**src/rtl/rgmii_byte_unpackager.sv**
```systemverilog
// Converts 9-bit packaged TX FIFO bytes into a paced RGMII byte stream:
// preamble, SFD, frame data, then an enforced inter-frame gap.
module rgmii_byte_unpackager #(
  parameter logic [1:0] SPEED_CODE_GIGABIT     = 2'd2,
  parameter logic [1:0] SPEED_CODE_100_MEGABIT = 2'd1,
  parameter logic [1:0] SPEED_CODE_10_MEGABIT  = 2'd0,
  parameter int         PREAMBLE_LENGTH        = 7,
  parameter int         IFG_LENGTH             = 12
) (
  input  logic       clock,
  input  logic       reset_n,
  input  logic [1:0] speed_code,
  input  logic [8:0] packaged_data,
  input  logic       packaged_data_valid,
  output logic       packaged_data_ready,
  output logic [7:0] tx_data,
  output logic       tx_data_enable,
  output logic       busy
);

  typedef enum logic [2:0] {
    S_IDLE, S_PREAMBLE, S_SFD, S_DATA, S_GAP
  } state_t;

  localparam logic [7:0] PREAMBLE_BYTE = 8'h55;
  localparam logic [7:0] SFD_BYTE      = 8'hD5;
  localparam logic [7:0] PRE_LAST      = 8'(PREAMBLE_LENGTH - 1);
  localparam logic [7:0] IFG_LAST      = 8'(IFG_LENGTH - 1);

  state_t     r_state;
  logic       r_slot;
  logic [7:0] r_cnt;
  logic [1:0] r_speed;
  logic [7:0] r_tx_data;
  logic       r_tx_en;
  logic       r_busy;

  logic w_slot_last;
  logic w_first;
  logic w_ready;

  // The nibble-wide downstream needs two clocks per byte below gigabit;
  // the unused code 3 is treated as a slow link.
  always_comb begin
    w_slot_last = r_slot;
    case (r_speed)
      SPEED_CODE_GIGABIT:                           w_slot_last = 1'b1;
      SPEED_CODE_100_MEGABIT, SPEED_CODE_10_MEGABIT: w_slot_last = r_slot;
      default:                                      w_slot_last = r_slot;
    endcase
  end

  assign w_first = packaged_data[8];

  always_comb begin
    w_ready = 1'b0;
    if (reset_n) begin
      case (r_state)
        S_IDLE:  w_ready = packaged_data_valid && !w_first;
        S_SFD:   w_ready = w_slot_last;
        S_DATA:  w_ready = w_slot_last && packaged_data_valid && !w_first;
        default: w_ready = 1'b0;
      endcase
    end
  end

  always_ff @(posedge clock) begin
    if (!reset_n) begin
      r_state   <= S_IDLE;
      r_slot    <= 1'b0;
      r_cnt     <= 8'd0;
      r_speed   <= SPEED_CODE_100_MEGABIT;
      r_tx_data <= 8'h00;
      r_tx_en   <= 1'b0;
      r_busy    <= 1'b0;
    end else begin
      r_slot <= ~r_slot;
      case (r_state)
        S_IDLE: begin
          // First byte stays in the FIFO until the SFD slot consumes it.
          if (packaged_data_valid && w_first) begin
            r_state   <= S_PREAMBLE;
            r_slot    <= 1'b0;
            r_cnt     <= 8'd0;
            r_speed   <= speed_code;
            r_tx_data <= PREAMBLE_BYTE;
            r_tx_en   <= 1'b1;
            r_busy    <= 1'b1;
          end
        end
        S_PREAMBLE: begin
          if (w_slot_last) begin
            if (r_cnt == PRE_LAST) begin
              r_state   <= S_SFD;
              r_cnt     <= 8'd0;
              r_tx_data <= SFD_BYTE;
            end else begin
              r_cnt <= r_cnt + 8'd1;
            end
          end
        end
        S_SFD: begin
          if (w_slot_last) begin
            r_state   <= S_DATA;
            r_cnt     <= 8'd0;
            r_tx_data <= packaged_data[7:0];
          end
        end
        S_DATA: begin
          // Store-and-forward upstream: a stall or a new first byte ends the frame.
          if (w_slot_last) begin
            if (packaged_data_valid && !w_first) begin
              r_tx_data <= packaged_data[7:0];
            end else begin
              r_state   <= S_GAP;
              r_cnt     <= 8'd0;
              r_tx_data <= 8'h00;
              r_tx_en   <= 1'b0;
            end
          end
        end
        S_GAP: begin
          if (w_slot_last) begin
            if (r_cnt == IFG_LAST) begin
              r_state <= S_IDLE;
              r_cnt   <= 8'd0;
              r_busy  <= 1'b0;
            end else begin
              r_cnt <= r_cnt + 8'd1;
            end
          end
        end
        default: begin
          r_state <= S_IDLE;
          r_cnt   <= 8'd0;
          r_tx_en <= 1'b0;
          r_busy  <= 1'b0;
        end
      endcase
    end
  end

  assign packaged_data_ready = w_ready;
  assign tx_data             = r_tx_data;
  assign tx_data_enable      = r_tx_en;
  assign busy                = r_busy;

endmodule

```
**config.mk**
```make
export PLATFORM = sky130hd
export DESIGN_NAME = rgmii_byte_unpackager
export DESIGN_NICKNAME = d
export VERILOG_FILES = /design/src/rtl/rgmii_byte_unpackager.sv
export SDC_FILE = /design/constraint.sdc
export NUM_CORES = 1
export LEC_CHECK = 0
export CAP_MARGIN = 25
export CORE_UTILIZATION = 29
export DETAILED_ROUTE_END_ITERATION = 10
export RECOVER_POWER = 50
export SYNTH_ARGS = -nofsm -noshare
export SYNTH_HDL_FRONTEND = slang
export SYNTH_SLANG_ARGS = --single-unit
```
**constraint.sdc**
```tcl
create_clock -name clock -period 1.9 [get_ports clock]
set_input_delay 0.38 -clock clock [delete_from_list [all_inputs] [get_ports clock]]
set_output_delay 0.38 -clock clock [all_outputs]
set_load 0.005 [all_outputs]
```
Word-level counts from Yosys, hierarchy flattened

Index checks and enable logic that the tools add are counted.

Add/subtract/negate cells: 1
Equal/unequal tests: 15
Multiplexer cells: 37
Bitwise operators: 3
Reductions and logical operators: 15

Operators with widths:

| operator            | number |
|---|---|
| $mux 8              | 14 |
| $pmux 8 s5          | 1 |
| $pmux 8 s4          | 1 |
| $mux 3              | 8 |
| $ne 2x2->1 const B  | 8 |
| $pmux 3 s5          | 1 |
| $reduce_and 6->1    | 2 |
| $mux 1              | 9 |
| $pmux 1 s3          | 3 |
| $add 8x1->8 const B | 1 |
| $eq 8x3->1 const B  | 1 |
| $eq 8x4->1 const B  | 1 |
| $reduce_and 4->1    | 2 |
| $reduce_and 8->1    | 1 |
| $eq 3x2->1 const B  | 2 |
| $reduce_or 3->1     | 2 |
| $logic_and 1x1->1   | 4 |
| $reduce_bool 4->1   | 1 |
| $eq 3x1->1 const B  | 1 |
| $eq 3x3->1 const B  | 1 |
| $logic_not 3->1     | 1 |
| $not 1->1           | 3 |
| $eq 2x2->1 const B  | 1 |
| $reduce_and 2->1    | 1 |
| $logic_not 1->1     | 1 |

Flip-flop bits (word level): 24
Output and inout port bits: 11
Logic and storage cells: 78

Longest topological paths before layout

Gate-level depths: netlist of run 1.

Depth after elaboration: 6
Mapped depth: 8
Gate-level depth less buffers: 7

Worst setup path after synthesis of run 1

OpenSTA, ideal clock, no wires.

Path kind: flip-flop to flip-flop
Start: register r_cnt[4]
End: register r_state[1]
Setup time: 59 ps
Arrival time: 1,704 ps
Path slack: 137 ps
Cell stages (with the launch flop): 7
Buffers on the path: 1
Cells stage by stage: dfxtp_1 -> or4_4 -> o311ai_2 -> o41ai_1 -> buf_6 -> o41ai_1 -> and2_1

Cells in the longest elaborated chain, start to end: 3
Elaborated cells between the ends (all ways): 5
Classes of those cells: 4 x eq/ne; 1 x reduce/logical

Ends and longest elaborated chain:

| what                                            | RTL line | source |
|---|---|---|
| from (decl)                                     | 32       | `logic [7:0] r_cnt;` |
| from (signal assigned)                          | 98       | `r_cnt <= r_cnt + 8'd1;` |
| from (signal assigned)                          | 129      | `r_cnt <= r_cnt + 8'd1;` |
| $eq 8x4->1 / $eq 8x3->1 (equally long branches) | 124, 93  |  |
| $ne 2x2->1 (no source line)                     | --       |  |
| $reduce_and 8->1 (no source line) (*)           | --       |  |
| to (signal assigned)                            | 115      | `r_state <= S_GAP;` |
| to (signal assigned)                            | 125      | `r_state <= S_IDLE;` |
| to (signal assigned)                            | 134      | `r_state <= S_IDLE;` |
| to (decl)                                       | 30       | `state_t r_state;` |

Every way passes the cells marked *; elsewhere a longest branch is shown, timed or not.
A chain may end at the register's enable or synchronous reset.

Worst setup path in the final report of run 1

Start: register r_cnt[5]
End: register r_tx_data[4] (netlist: tx_data[4])

Cells in the longest elaborated chain, start to end: 3

Ends and longest elaborated chain:

| what                              | RTL line | source |
|---|---|---|
| $eq 8x3->1                        | 93       | `if (r_cnt == PRE_LAST) begin` |
| $ne 2x2->1 (no source line)       | --       |  |
| $reduce_and 6->1 (no source line) | --       |  |
| to (signal assigned)              | 106      | `r_tx_data <= packaged_data[7:0];` |
| to (signal assigned)              | 113      | `r_tx_data <= packaged_data[7:0];` |
| to (decl)                         | 34       | `logic [7:0] r_tx_data;` |

No other way between the ends.

==> results by group, run 1 <==
Outcome
  • Status: finished clean

Final layout
  • FF+latch area: 482 sq um
  • ANT cells: 0
  • Ratio of cells with drive above 1 in the final layout: 25.6%
  • Finished Layout Cells: 259
  • Final net count: 224
  • Fillers: 452
  • Util after Layout: 44.8%
  • Area Overhead vs Synth: 48.0%
  • Area occupied by multi-input gates: 877 sq um

Clock network
  • Clock sinks: 24
  • Reg clk slew, reported paths: 0.09 ns
  • Htree depth: 1
  • CTS tree: done
  • CTS root buf: clkbuf_8
  • Clock buffer count from CTS: 3
  • Bufs on Longest Clock Path: 2
  • Clk Latency, worst-skew pair: 0.27 ns

Yosys
  • Ys async rst share: 0%
  • Synthesized cell area: 1330 sq um
  • Syn Nets: 176
  • Number of synthesized flops with an enable pin: 0
  • Syn Inst Count: 160
  • Ys Warns: 0
  • Synth top cells by count: nand2_1, dfxtp_1, mux2i_1
  • Synthesized flop and latch total: 24
  • Top FF cell, synth: dfxtp_1
  • Cell taking the most area after synthesis: dfxtp_1
  • Cell variety after synth: 42
  • Synth top area share: 36.2%
  • Sequential area share after synthesis: 36.2%
  • Synth area leaders: dfxtp_1, mux2i_1, nand2_1
  • Syn_area_per_cell: 8.29 sq um
  • Count leader, synth: nand2_1

Timing
  • Hold_ws: 0.457 ns
  • Peak Freq: 529 MHz
  • Final worst slack: 0.00806 ns
  • Final worst-path cycle share: 99.6%
  • Setup TNS: 0 ns
  • Final setup vio count: 0
  • Skew final: 0.00834 ns
  • Relative slew slack: 68.7%
  • Hold Fails Final Rpt: 0
  • Final Max Slew Viols: 0
  • RSZ-0062 raised after global routing: yes
  • Worst-margin pin slew: 0.469 ns
  • Crit path time final: 1.89 ns

Placement
  • Gp weighted congestion: 0.791
  • Post-Place Cells: 255
  • Final HPWL DP: 2.32 mm
  • Setup WS pre-CTS: -0.394 ns
  • Count of input and output buffers: 24

Worst setup path
  • CP cell instances: or4_4, nor3_4, o22a_1, o211ai_2, buf_12, mux2i_1
  • Slowest CP cell: or4_4
  • Crit start category: flop
  • Critical setup path kind: reg2reg
  • CP max stage delay: 0.58 ns
  • Crit path required time: 2.06 ns
  • Worst setup EP type: flop
  • Crit path max fanout: 8
  • Critical path arrival: 2.05 ns

Detailed routing
  • Vias: 1,316
  • DRT Pass-1 Iters: 4
  • Total routed wirelength: 3.21 mm
  • Vias per cell: 5.08
  • DR DRC count: 0
  • Final ANT Viol Nets: 0
  • Wirelength per Cell: 12.4 microns
  • Initial DRC Count: 106

Die
  • Die height: 69.6 microns
  • Overall die width: 69.6 microns
  • Total core area: 4380 sq um
  • Starting density of the core: 30.3%
  • Die footprint: 4850 sq um
  • Num ports: 25
  • Row Count: 24

Global route
  • Maximum number of pins on one net before global-route repair: 39
  • GR Util All Layers: 14.0%
  • First-pass GRT wire length: 5.62 mm
  • Initial antenna violation count: 0
  • Vias in the first global route: 1,251
  • GRT overflow: 0

Run
  • MaxCap Viol Count: 0

Power and ir drop
  • Power density over cell area: 1100 nW/um^2
  • Static leakage: 0.790 nW
  • Worst vdd ir: 0.755 mV

Hold path
  • Hold Path Class: reg2reg
[report_power, final]
group | switching, W | internal [W]
logic | 0.000543 | 0.000621
clock network | 0.000168 | 0.000185
registers | 0.0000529 | 0.000596
total | 0.000765 | 0.00140
[per-layer routing]
| metal | global-route usage (%) | vias to the layer above | part of all wire [%] |
|---|---|---|---|
| met5 | 0 | - | 0 |
| met4 | 2.00 | 0 | 0.44 |
| met3 | 3.20 | 2 | 2.9 |
| met2 | 25.4 | 19 | 49 |
| met1 | 17.3 | 622 | 48 |
| li1 | - | 673 | - |
[cell type report]
cell class / count / area share [%]
Timing Repair Buffer: 53 / 23.7
Sequential cell: 24 / 24.5
Tap cell: 52 / 3.31
Inverter: 5 / 0.956
Clock buffer: 4 / 2.80
Multi-Input combinational cell: 121 / 44.7
[through the flow]
stage          total power, W  area, sq um
2_1_floorplan         0.00123         1330
3_3_place_gp          0.00173         1810
3_5_place_dp          0.00174         1810
4_1_cts               0.00213         1910
5_1_grt               0.00231         1960
6_report              0.00217         1960
[cell families after synthesis]
kind of cell | count (synthesis) | synth area share, %
flip-flops | 24 | 36.2
adder cells (fa/ha/maj) | 2 | 1.89
AO/OA/AOI/OAI | 43 | 23.4
XOR/XNOR | 1 | 0.660
AND/OR/NAND/NOR | 65 | 25.3
multiplexers | 10 | 7.55
buffers and inverters | 15 | 5.00
[flip-flops by register name, summed over array words and instances (netlist names)]
register        cells
r_slot              1
tx_data_enable      1
busy                1
r_speed             2
tx_data             8
r_state             3
r_cnt               8
[critical path, delay by kind of cell (launching register included)]
family	cells	cell delay [ns]
AND/OR/NAND/NOR	2	0.86
flip-flops	1	0.33
AO/OA/AOI/OAI	2	0.30
buffers and inverters	1	0.17
multiplexers	1	0.11
[worst paths after layout]
path	depth (start not counted)	startpoint	to	slack, ns
worst max-delay path	6	r_cnt[5]$_SDFFE_PN0P_	tx_data[4]$_SDFFE_PN0P_	0.008
worst min-delay path	2	tx_data[3]$_SDFFE_PN0P_	tx_data[3]$_SDFFE_PN0P_	0.46
worst max register to register	6	r_cnt[5]$_SDFFE_PN0P_	tx_data[4]$_SDFFE_PN0P_	0.008
worst min register to register	2	tx_data[3]$_SDFFE_PN0P_	tx_data[3]$_SDFFE_PN0P_	0.46
[layout by cell type, fill, tap and decap left out, types with 3 or more instances in the layout]
cell / count
dfxtp_1: 23
mux2i_1: 10
a21o_1: 4
dlygate4sd3_1: 7
a21oi_2: 5
buf_4: 27
clkbuf_8: 4
o21ai_0: 3
nand3b_1: 5
o22ai_1: 5
clkdlybuf4s50_1: 14
nor2_1: 4
a21boi_0: 3
inv_1: 5
and3_1: 5
nand2_1: 26
nand3_1: 9
[repair_timing]
action / 4_1_cts / 5_1_grt
buffers inserted: 0 / 0
setup endpoints to repair: 19 / 19
pin swaps: 1 / 4
hold endpoints to repair: 0 / 0
gates resized for setup: 14 / 15
hold buffers: 0 / 0
Power figures use the tool's default switching activity.
==> inputs of run 2 (changes only) <==
- GPL_ROUTABILITY_DRIVEN: default -> 0
- RECOVER_POWER: 50 -> 100
==> run 2 against run 1 <==
Compared with the run above:
- global-route usage unchanged
- cell count unchanged
- sequential power about the same
- combinational power about the same
- clock power about the same
- critical path depth unchanged
- register-to-register slack about the same
- non-clock buffer count unchanged
- via count increased by 0.30%
- sequential share of layout area about the same
- largest power group unchanged
- highest routed layer unchanged
==> results by group, run 2 (synthesis gave the netlist of run 1 again) <==
Outcome
  • Status: finished clean

Final layout
  • Most common cell after layout, fill and taps aside: buf_4
  • Area Overhead vs Synth: 47.9% (about the same)
  • Fillers: 453 (+0.22%)
  • Util after Layout: 44.7% (about the same)
  • FF+latch area: 480 sq um (-0.26%)
  • ANT cells: 0 (unchanged)
  • Final net count: 224 (unchanged)
  • Area occupied by multi-input gates: 877 sq um (unchanged)
  • Most frequent cells in the layout: buf_4, nand2_1, dfxtp_1, clkdlybuf4s50_1
  • Ratio of cells with drive above 1 in the final layout: 25.1% (-0.48 points)

Worst setup path
  • CP Buf/Inv Count: 1 (unchanged)
  • WP depth: 6 (unchanged)
  • FF-to-FF Start: r_cnt[5]$_SDFFE_PN0P_
  • CP max stage delay: 0.59 ns (about the same)
  • CP cell instances: or4_4, nor3_4, o22a_1, o211ai_2, buf_12, mux2i_1
  • Crit path required time: 2.06 ns (about the same)
  • Worst reg2reg path depth: 6 (unchanged)
  • Worst setup EP type: flop
  • Critical setup path kind: reg2reg
  • Crit start category: flop
  • Critical path's top delay family: simple AND/OR/NAND/NOR gates
  • Critical path arrival: 2.05 ns (about the same)
  • Crit path max fanout: 8 (unchanged)
  • Register-to-Register Setup Slack: 0.01 ns (about the same)
  • FF-to-FF End: tx_data[4]$_SDFFE_PN0P_
  • Slowest CP cell: or4_4

Clock network
  • Bufs on Longest Clock Path: 2 (unchanged)
  • CTS tree: done
  • CTS root buf: clkbuf_8
  • Clk Latency, worst-skew pair: 0.27 ns (about the same)
  • Reg clk slew, reported paths: 0.09 ns (about the same)
  • Clock sinks: 24 (unchanged)
  • Htree depth: 1 (unchanged)
  • Setup bufs post-CTS: 0 (unchanged)
  • CTS Hold Bufs: 0 (unchanged)
  • Clock buffer count from CTS: 3 (unchanged)

Detailed routing
  • Initial DRC Count: 82 (-23%)
  • Total routed wirelength: 3.21 mm (about the same)
  • Wirelength per Cell: 12.4 microns (about the same)
  • Final ANT Viol Nets: 0 (unchanged)
  • DRT Pass-1 Iters: 4 (unchanged)
  • DR DRC count: 0 (unchanged)
  • Vias per cell: 5.10 (+0.30%)
  • Vias: 1,320 (+0.30%)

Hold path
  • Worst hold endpoint: tx_data[3]$_SDFFE_PN0P_
  • Hold Startpoint: tx_data[3]$_SDFFE_PN0P_
  • Hold Path Class: reg2reg
  • Hold Crit Depth: 2 (unchanged)

Die
  • Total core area: 4380 sq um (unchanged)
  • Row Count: 24 (unchanged)
  • Starting density of the core: 30.3% (unchanged)
  • Die footprint: 4850 sq um (unchanged)
  • Num ports: 25 (unchanged)
  • Die height: 69.6 microns (unchanged)
  • Overall die width: 69.6 microns (unchanged)

Placement
  • Final HPWL DP: 2.32 mm (unchanged)
  • Setup WS pre-CTS: -0.394 ns (unchanged)
  • Count of input and output buffers: 24 (unchanged)

Power and ir drop
  • Total Power: 0.00216 W (-0.49%)
  • Power density over cell area: 1100 nW/um^2 (-0.43%)
  • Worst vdd ir: 0.755 mV (about the same)
  • Net switching power: 0.000764 W (about the same)
  • Logic gate share of total power: 53.6% (about the same)
  • Power share of the clock group: 16.4% (about the same)
  • Sequential share of power: 30.1% (about the same)
  • Internal power: 0.00139 W (-0.72%)
  • Sw frac: 35.4% (+0.15 points)
  • Static leakage: 0.797 nW (+0.85%)

Timing
  • Peak Freq: 529 MHz (+0.17%)
  • Final worst-path cycle share: 99.4% (-0.16 points)
  • Final Max Slew Viols: 0 (unchanged)
  • Final setup vio count: 0 (unchanged)
  • Worst-margin pin slew: 0.470 ns (+0.000660 ns)
  • RSZ-0062 raised after global routing: yes
  • Skew final: 0.00851 ns (+0.000169 ns)
  • Crit path time final: 1.89 ns (-0.00313 ns)
  • Final worst slack: 0.0112 ns (+0.00313 ns)
  • Relative slew slack: 68.6% (about the same)
  • Hold Fails Final Rpt: 0 (unchanged)

Global route
  • Vias in the first global route: 1,251 (unchanged)
  • GRT overflow: 0 (unchanged)
  • Maximum number of pins on one net before global-route repair: 39 (unchanged)
  • GR Util All Layers: 14.0% (unchanged)
  • Initial antenna violation count: 0 (unchanged)
  • First-pass GRT wire length: 5.62 mm (unchanged)

Run
  • MaxCap Viol Count: 0 (unchanged)
-- run 2: through the flow --
stage                     TNS [ns]  hold WS, ns  cells  area, sq um
final                            0        0.457    259         1960
after detailed placement     -3.96        0.452    255         1810
after global routing        -0.793        0.485    259         1960
after global placement       -3.71        0.445    255         1810
after floorplan                  0        0.442    160         1330
after CTS                  -0.0148        0.465    259         1910
-- run 2: how the worst max path moves through the flow --
| stage | startpoint | to | slack [ns] |
|---|---|---|---|
| global route | r_cnt[0]$_SDFFE_PN0P_ | r_cnt[7]$_SDFFE_PN0P_ | -0.09 |
| detailed placement | packaged_data[8] | packaged_data_ready | -0.39 |
| CTS | r_cnt[7]$_SDFFE_PN0P_ | r_cnt[4]$_SDFFE_PN0P_ | -0.009 |
| floorplan | r_cnt[4]$_SDFFE_PN0P_ | r_state[1]$_SDFFE_PN0P_ | 0.14 |
| finish | r_cnt[5]$_SDFFE_PN0P_ | tx_data[4]$_SDFFE_PN0P_ | 0.01 |
| global placement | packaged_data[8] | packaged_data_ready | -0.38 |
-- run 2: worst min-delay path, stage by stage (launching register included) --
cell and delay (ns):
dfxtp_1 0.31, nand2_1 0.05, mux2i_1 0.05
-- run 2: cell type report --
cell class / count / share of cell area [%]
inverter: 5 / 0.957
clock buffer: 4 / 2.81
timing repair buffer: 53 / 23.7
sequential: 24 / 24.5
multi-input combinational: 121 / 44.7
tap: 52 / 3.32
-- run 2: power groups by stage --
stage	logic (W)	clock network [W]	registers, W
after detailed placement	0.00108	0	0.000658
after CTS	0.00112	0.000366	0.000648
final	0.00115	0.000354	0.000648
after global placement	0.00107	0	0.000657
after global routing	0.00126	0.000377	0.000660
after floorplan	0.000567	0	0.000661
-- run 2: per-layer routing --
metal / vias to the layer above / GRT usage [%] / part of all wire, %
met5: - / 0 / 0
met4: 0 / 2.00 / 0.44
met3: 2 / 3.20 / 3.2
met2: 23 / 25.4 / 49
met1: 623 / 17.3 / 47
li1: 672 / - / -
-- run 2: what timing repair did --
| item | CTS | global route |
|---|---|---|
| setup endpoints to repair | 19 | 19 |
| resized for setup | 14 | 15 |
| pin swaps | 1 | 4 |
==> inputs of run 3 (changes only) <==
- CTS_BUF_LIST: default -> sky130_fd_sc_hd__clkbuf_4 sky130_fd_sc_hd__clkbuf_8
- clock period: 1.9 -> 2.3 ns (I/O delays scaled with it)
==> run 3 against run 2 <==
Compared with the run above:
- first-iteration DRC count down 6.1%
- clock skew down 0.0031 ns
- clock power up 5.9%
- sequential power down 17%
- power down 22%
- worst setup slack better by 0.10 ns
- worst hold slack better by 0.00062 ns
==> results by group, run 3 (synthesis gave the netlist of run 1 again) <==
Outcome
  • Status: finished clean

Worst setup path
  • FF-to-FF End: tx_data[4]$_SDFFE_PN0P_
  • Worst setup EP type: output pin
  • Crit start category: primary input
  • Crit path required time: 1.84 ns (-0.22 ns)
  • Critical path arrival: 1.73 ns (-0.32 ns)
  • FF-to-FF Start: r_cnt[4]$_SDFFE_PN0P_
  • Critical setup path kind: in2out
  • Register-to-Register Setup Slack: 0.18 ns (+0.17 ns)
  • Crit path max fanout: 4 (-4)
  • Worst reg2reg path depth: 5 (-1)

Clock network
  • Clock buffer count from CTS: 3 (unchanged)
  • Clk Latency, worst-skew pair: 0.27 ns (about the same)
  • Htree depth: 1 (unchanged)
  • CTS root buf: clkbuf_8
  • Setup bufs post-CTS: 0 (unchanged)
  • Reg clk slew, reported paths: 0.09 ns (about the same)
  • Bufs on Longest Clock Path: 2 (unchanged)
  • CTS tree: done
  • Clock sinks: 24 (unchanged)

Timing
  • Setup TNS: 0 ns (unchanged)
  • Skew final: 0.00538 ns (-0.00313 ns)
  • Final setup vio count: 0 (unchanged)
  • Crit path time final: 2.19 ns
  • Final Max Slew Viols: 0 (unchanged)
  • Final worst-path cycle share: 95.0%
  • RSZ-0062 raised after global routing: no
  • Relative slew slack: 59.9% (-8.7 points)
  • Peak Freq: 458 MHz
  • Hold Fails Final Rpt: 0 (unchanged)
  • Worst-margin pin slew: 0.595 ns (+0.125 ns)
  • Hold_ws: 0.457 ns (+0.000616 ns)

Power and ir drop
  • Power share of the clock group: 22.3% (+5.9 points)
  • Internal power: 0.00111 W (-20%)
  • Sequential share of power: 31.9% (+1.8 points)
  • Power density over cell area: 938 nW/um^2 (-15%)
  • Net switching power: 0.000570 W (-25%)
  • Logic gate share of total power: 45.8% (-7.8 points)
  • Worst vdd ir: 0.520 mV (-31%)
  • Static leakage: 0.736 nW (-7.7%)
  • Sw frac: 33.9% (-1.5 points)

Detailed routing
  • Initial DRC Count: 77 (-6.1%)
  • DR DRC count: 0 (unchanged)
  • DRT Pass-1 Iters: 4 (unchanged)
  • Vias per cell: 5.05 (-0.95%)
  • Wirelength per Cell: 12.0 microns (-3.1%)
  • Total routed wirelength: 2.99 mm (-6.9%)
  • Final ANT Viol Nets: 0 (unchanged)
  • Vias: 1,257 (-4.8%)

Final layout
  • Fillers: 466 (+2.9%)
  • ANT cells: 0 (unchanged)
  • Most frequent cells in the layout: nand2_1, dfxtp_1, buf_4, clkdlybuf4s50_1
  • Post-route cell area: 1790 sq um (-8.5%)
  • Most common cell after layout, fill and taps aside: nand2_1
  • Area Overhead vs Synth: 35.3%
  • Ratio of cells with drive above 1 in the final layout: 13.7% (-11 points)
  • Final net count: 214 (-4.5%)
  • Util after Layout: 40.9% (-3.8 points)

Die
  • Die footprint: 4850 sq um (unchanged)
  • Row Count: 24 (unchanged)
  • Starting density of the core: 30.3% (unchanged)
  • Die height: 69.6 microns (unchanged)
  • Total core area: 4380 sq um (unchanged)
  • Overall die width: 69.6 microns (unchanged)
  • Num ports: 25 (unchanged)

Global route
  • Maximum number of pins on one net before global-route repair: 39 (unchanged)
  • GRT overflow: 0 (unchanged)
  • First-pass GRT wire length: 5.35 mm (-4.9%)
  • GR Util All Layers: 13.1% (-0.90 points)
  • Initial antenna violation count: 0 (unchanged)
  • Vias in the first global route: 1,199 (-4.2%)

Placement
  • DP Area: 1730 sq um (-4.8%)
  • Count of input and output buffers: 24 (unchanged)
  • Final HPWL DP: 2.16 mm (-6.8%)

Hold path
  • Worst hold endpoint: tx_data[5]$_SDFFE_PN0P_
  • Hold Path Class: reg2reg
  • Hold Startpoint: tx_data[5]$_SDFFE_PN0P_
  • Hold Crit Depth: 2 (unchanged)

Run
  • MaxCap Viol Count: 0 (unchanged)
==> run 3: cell types whose count changed in the layout (fill, tap and decap cells not counted), sizes merged <==
cell           before  now
buf                28   14
clkbuf              5    8
bufinv              0    1
clkdlybuf4s15       1    0
clkdlybuf4s50      11   12
==> run 3: worst max-delay path by stage <==
| stage | start | endpoint | slack [ns] | depth (start not counted) |
|---|---|---|---|---|
| 2_1_floorplan | r_cnt[4]$_SDFFE_PN0P_ | r_state[1]$_SDFFE_PN0P_ | 0.54 | 6 |
| 3_3_place_gp | packaged_data[8] | packaged_data_ready | -0.13 | 6 |
| 3_5_place_dp | packaged_data[8] | packaged_data_ready | -0.16 | 6 |
| 4_1_cts | r_cnt[0]$_SDFFE_PN0P_ | r_cnt[0]$_SDFFE_PN0P_ | 0.07 | 8 |
| 5_1_grt | r_speed[1]$_SDFFE_PN0P_ | packaged_data_ready | 0.02 | 6 |
| 6_report | packaged_data[8] | packaged_data_ready | 0.11 | 6 |
==> run 3: cell type report <==
type	instances	area [sq um]	area share, %
Clock inverter	1	30.0	1.67
Multi-Input combinational cell	121	791	44.1
Clock buffer	3	41.3	2.30
Timing Repair Buffer	43	368	20.5
Inverter	5	18.8	1.05
Sequential cell	24	480	26.8
Tap cell	52	65.1	3.63
==> run 3: routing by layer <==
layer | GRT usage [%] | wire length (microns) | up-vias
met2 | 23.0 | 1430 | 23
met3 | 3.05 | 101 | 2
met5 | 0 | 0 | -
li1 | - | - | 653
met4 | 2.00 | 8 | 0
met1 | 16.7 | 1450 | 579
==> run 3: worst max-delay path, stage by stage <==
cell	delay (ns)
clkdlybuf4s50_1	0.47
nand2b_4	0.13
clkbuf_1	0.16
o2bb2ai_1	0.10
and2_0	0.15
dlygate4sd2_1	0.26
==> run 3: per-stage QoR <==
stage / power [W] / instances / setup WS, ns
2_1_floorplan: 0.00101 / 160 / 0.537
3_3_place_gp: 0.00135 / 245 / -0.134
3_5_place_dp: 0.00135 / 245 / -0.156
4_1_cts: 0.00173 / 249 / 0.0716
5_1_grt: 0.00181 / 249 / 0.0227
6_report: 0.00168 / 249 / 0.115
==> run 3: power groups by stage <==
stage | clock network [W] | registers (W) | logic [W]
6_report | 0.000375 | 0.000537 | 0.000770
5_1_grt | 0.000404 | 0.000550 | 0.000858
4_1_cts | 0.000386 | 0.000540 | 0.000809
3_5_place_dp | 0 | 0.000549 | 0.000804
3_3_place_gp | 0 | 0.000548 | 0.000802
2_1_floorplan | 0 | 0.000546 | 0.000469
==> run 3: timing repair <==
item	4_1_cts	5_1_grt
hold buffers	0	0
gates resized for setup	3	1
endpoints found under the setup margin	1	7
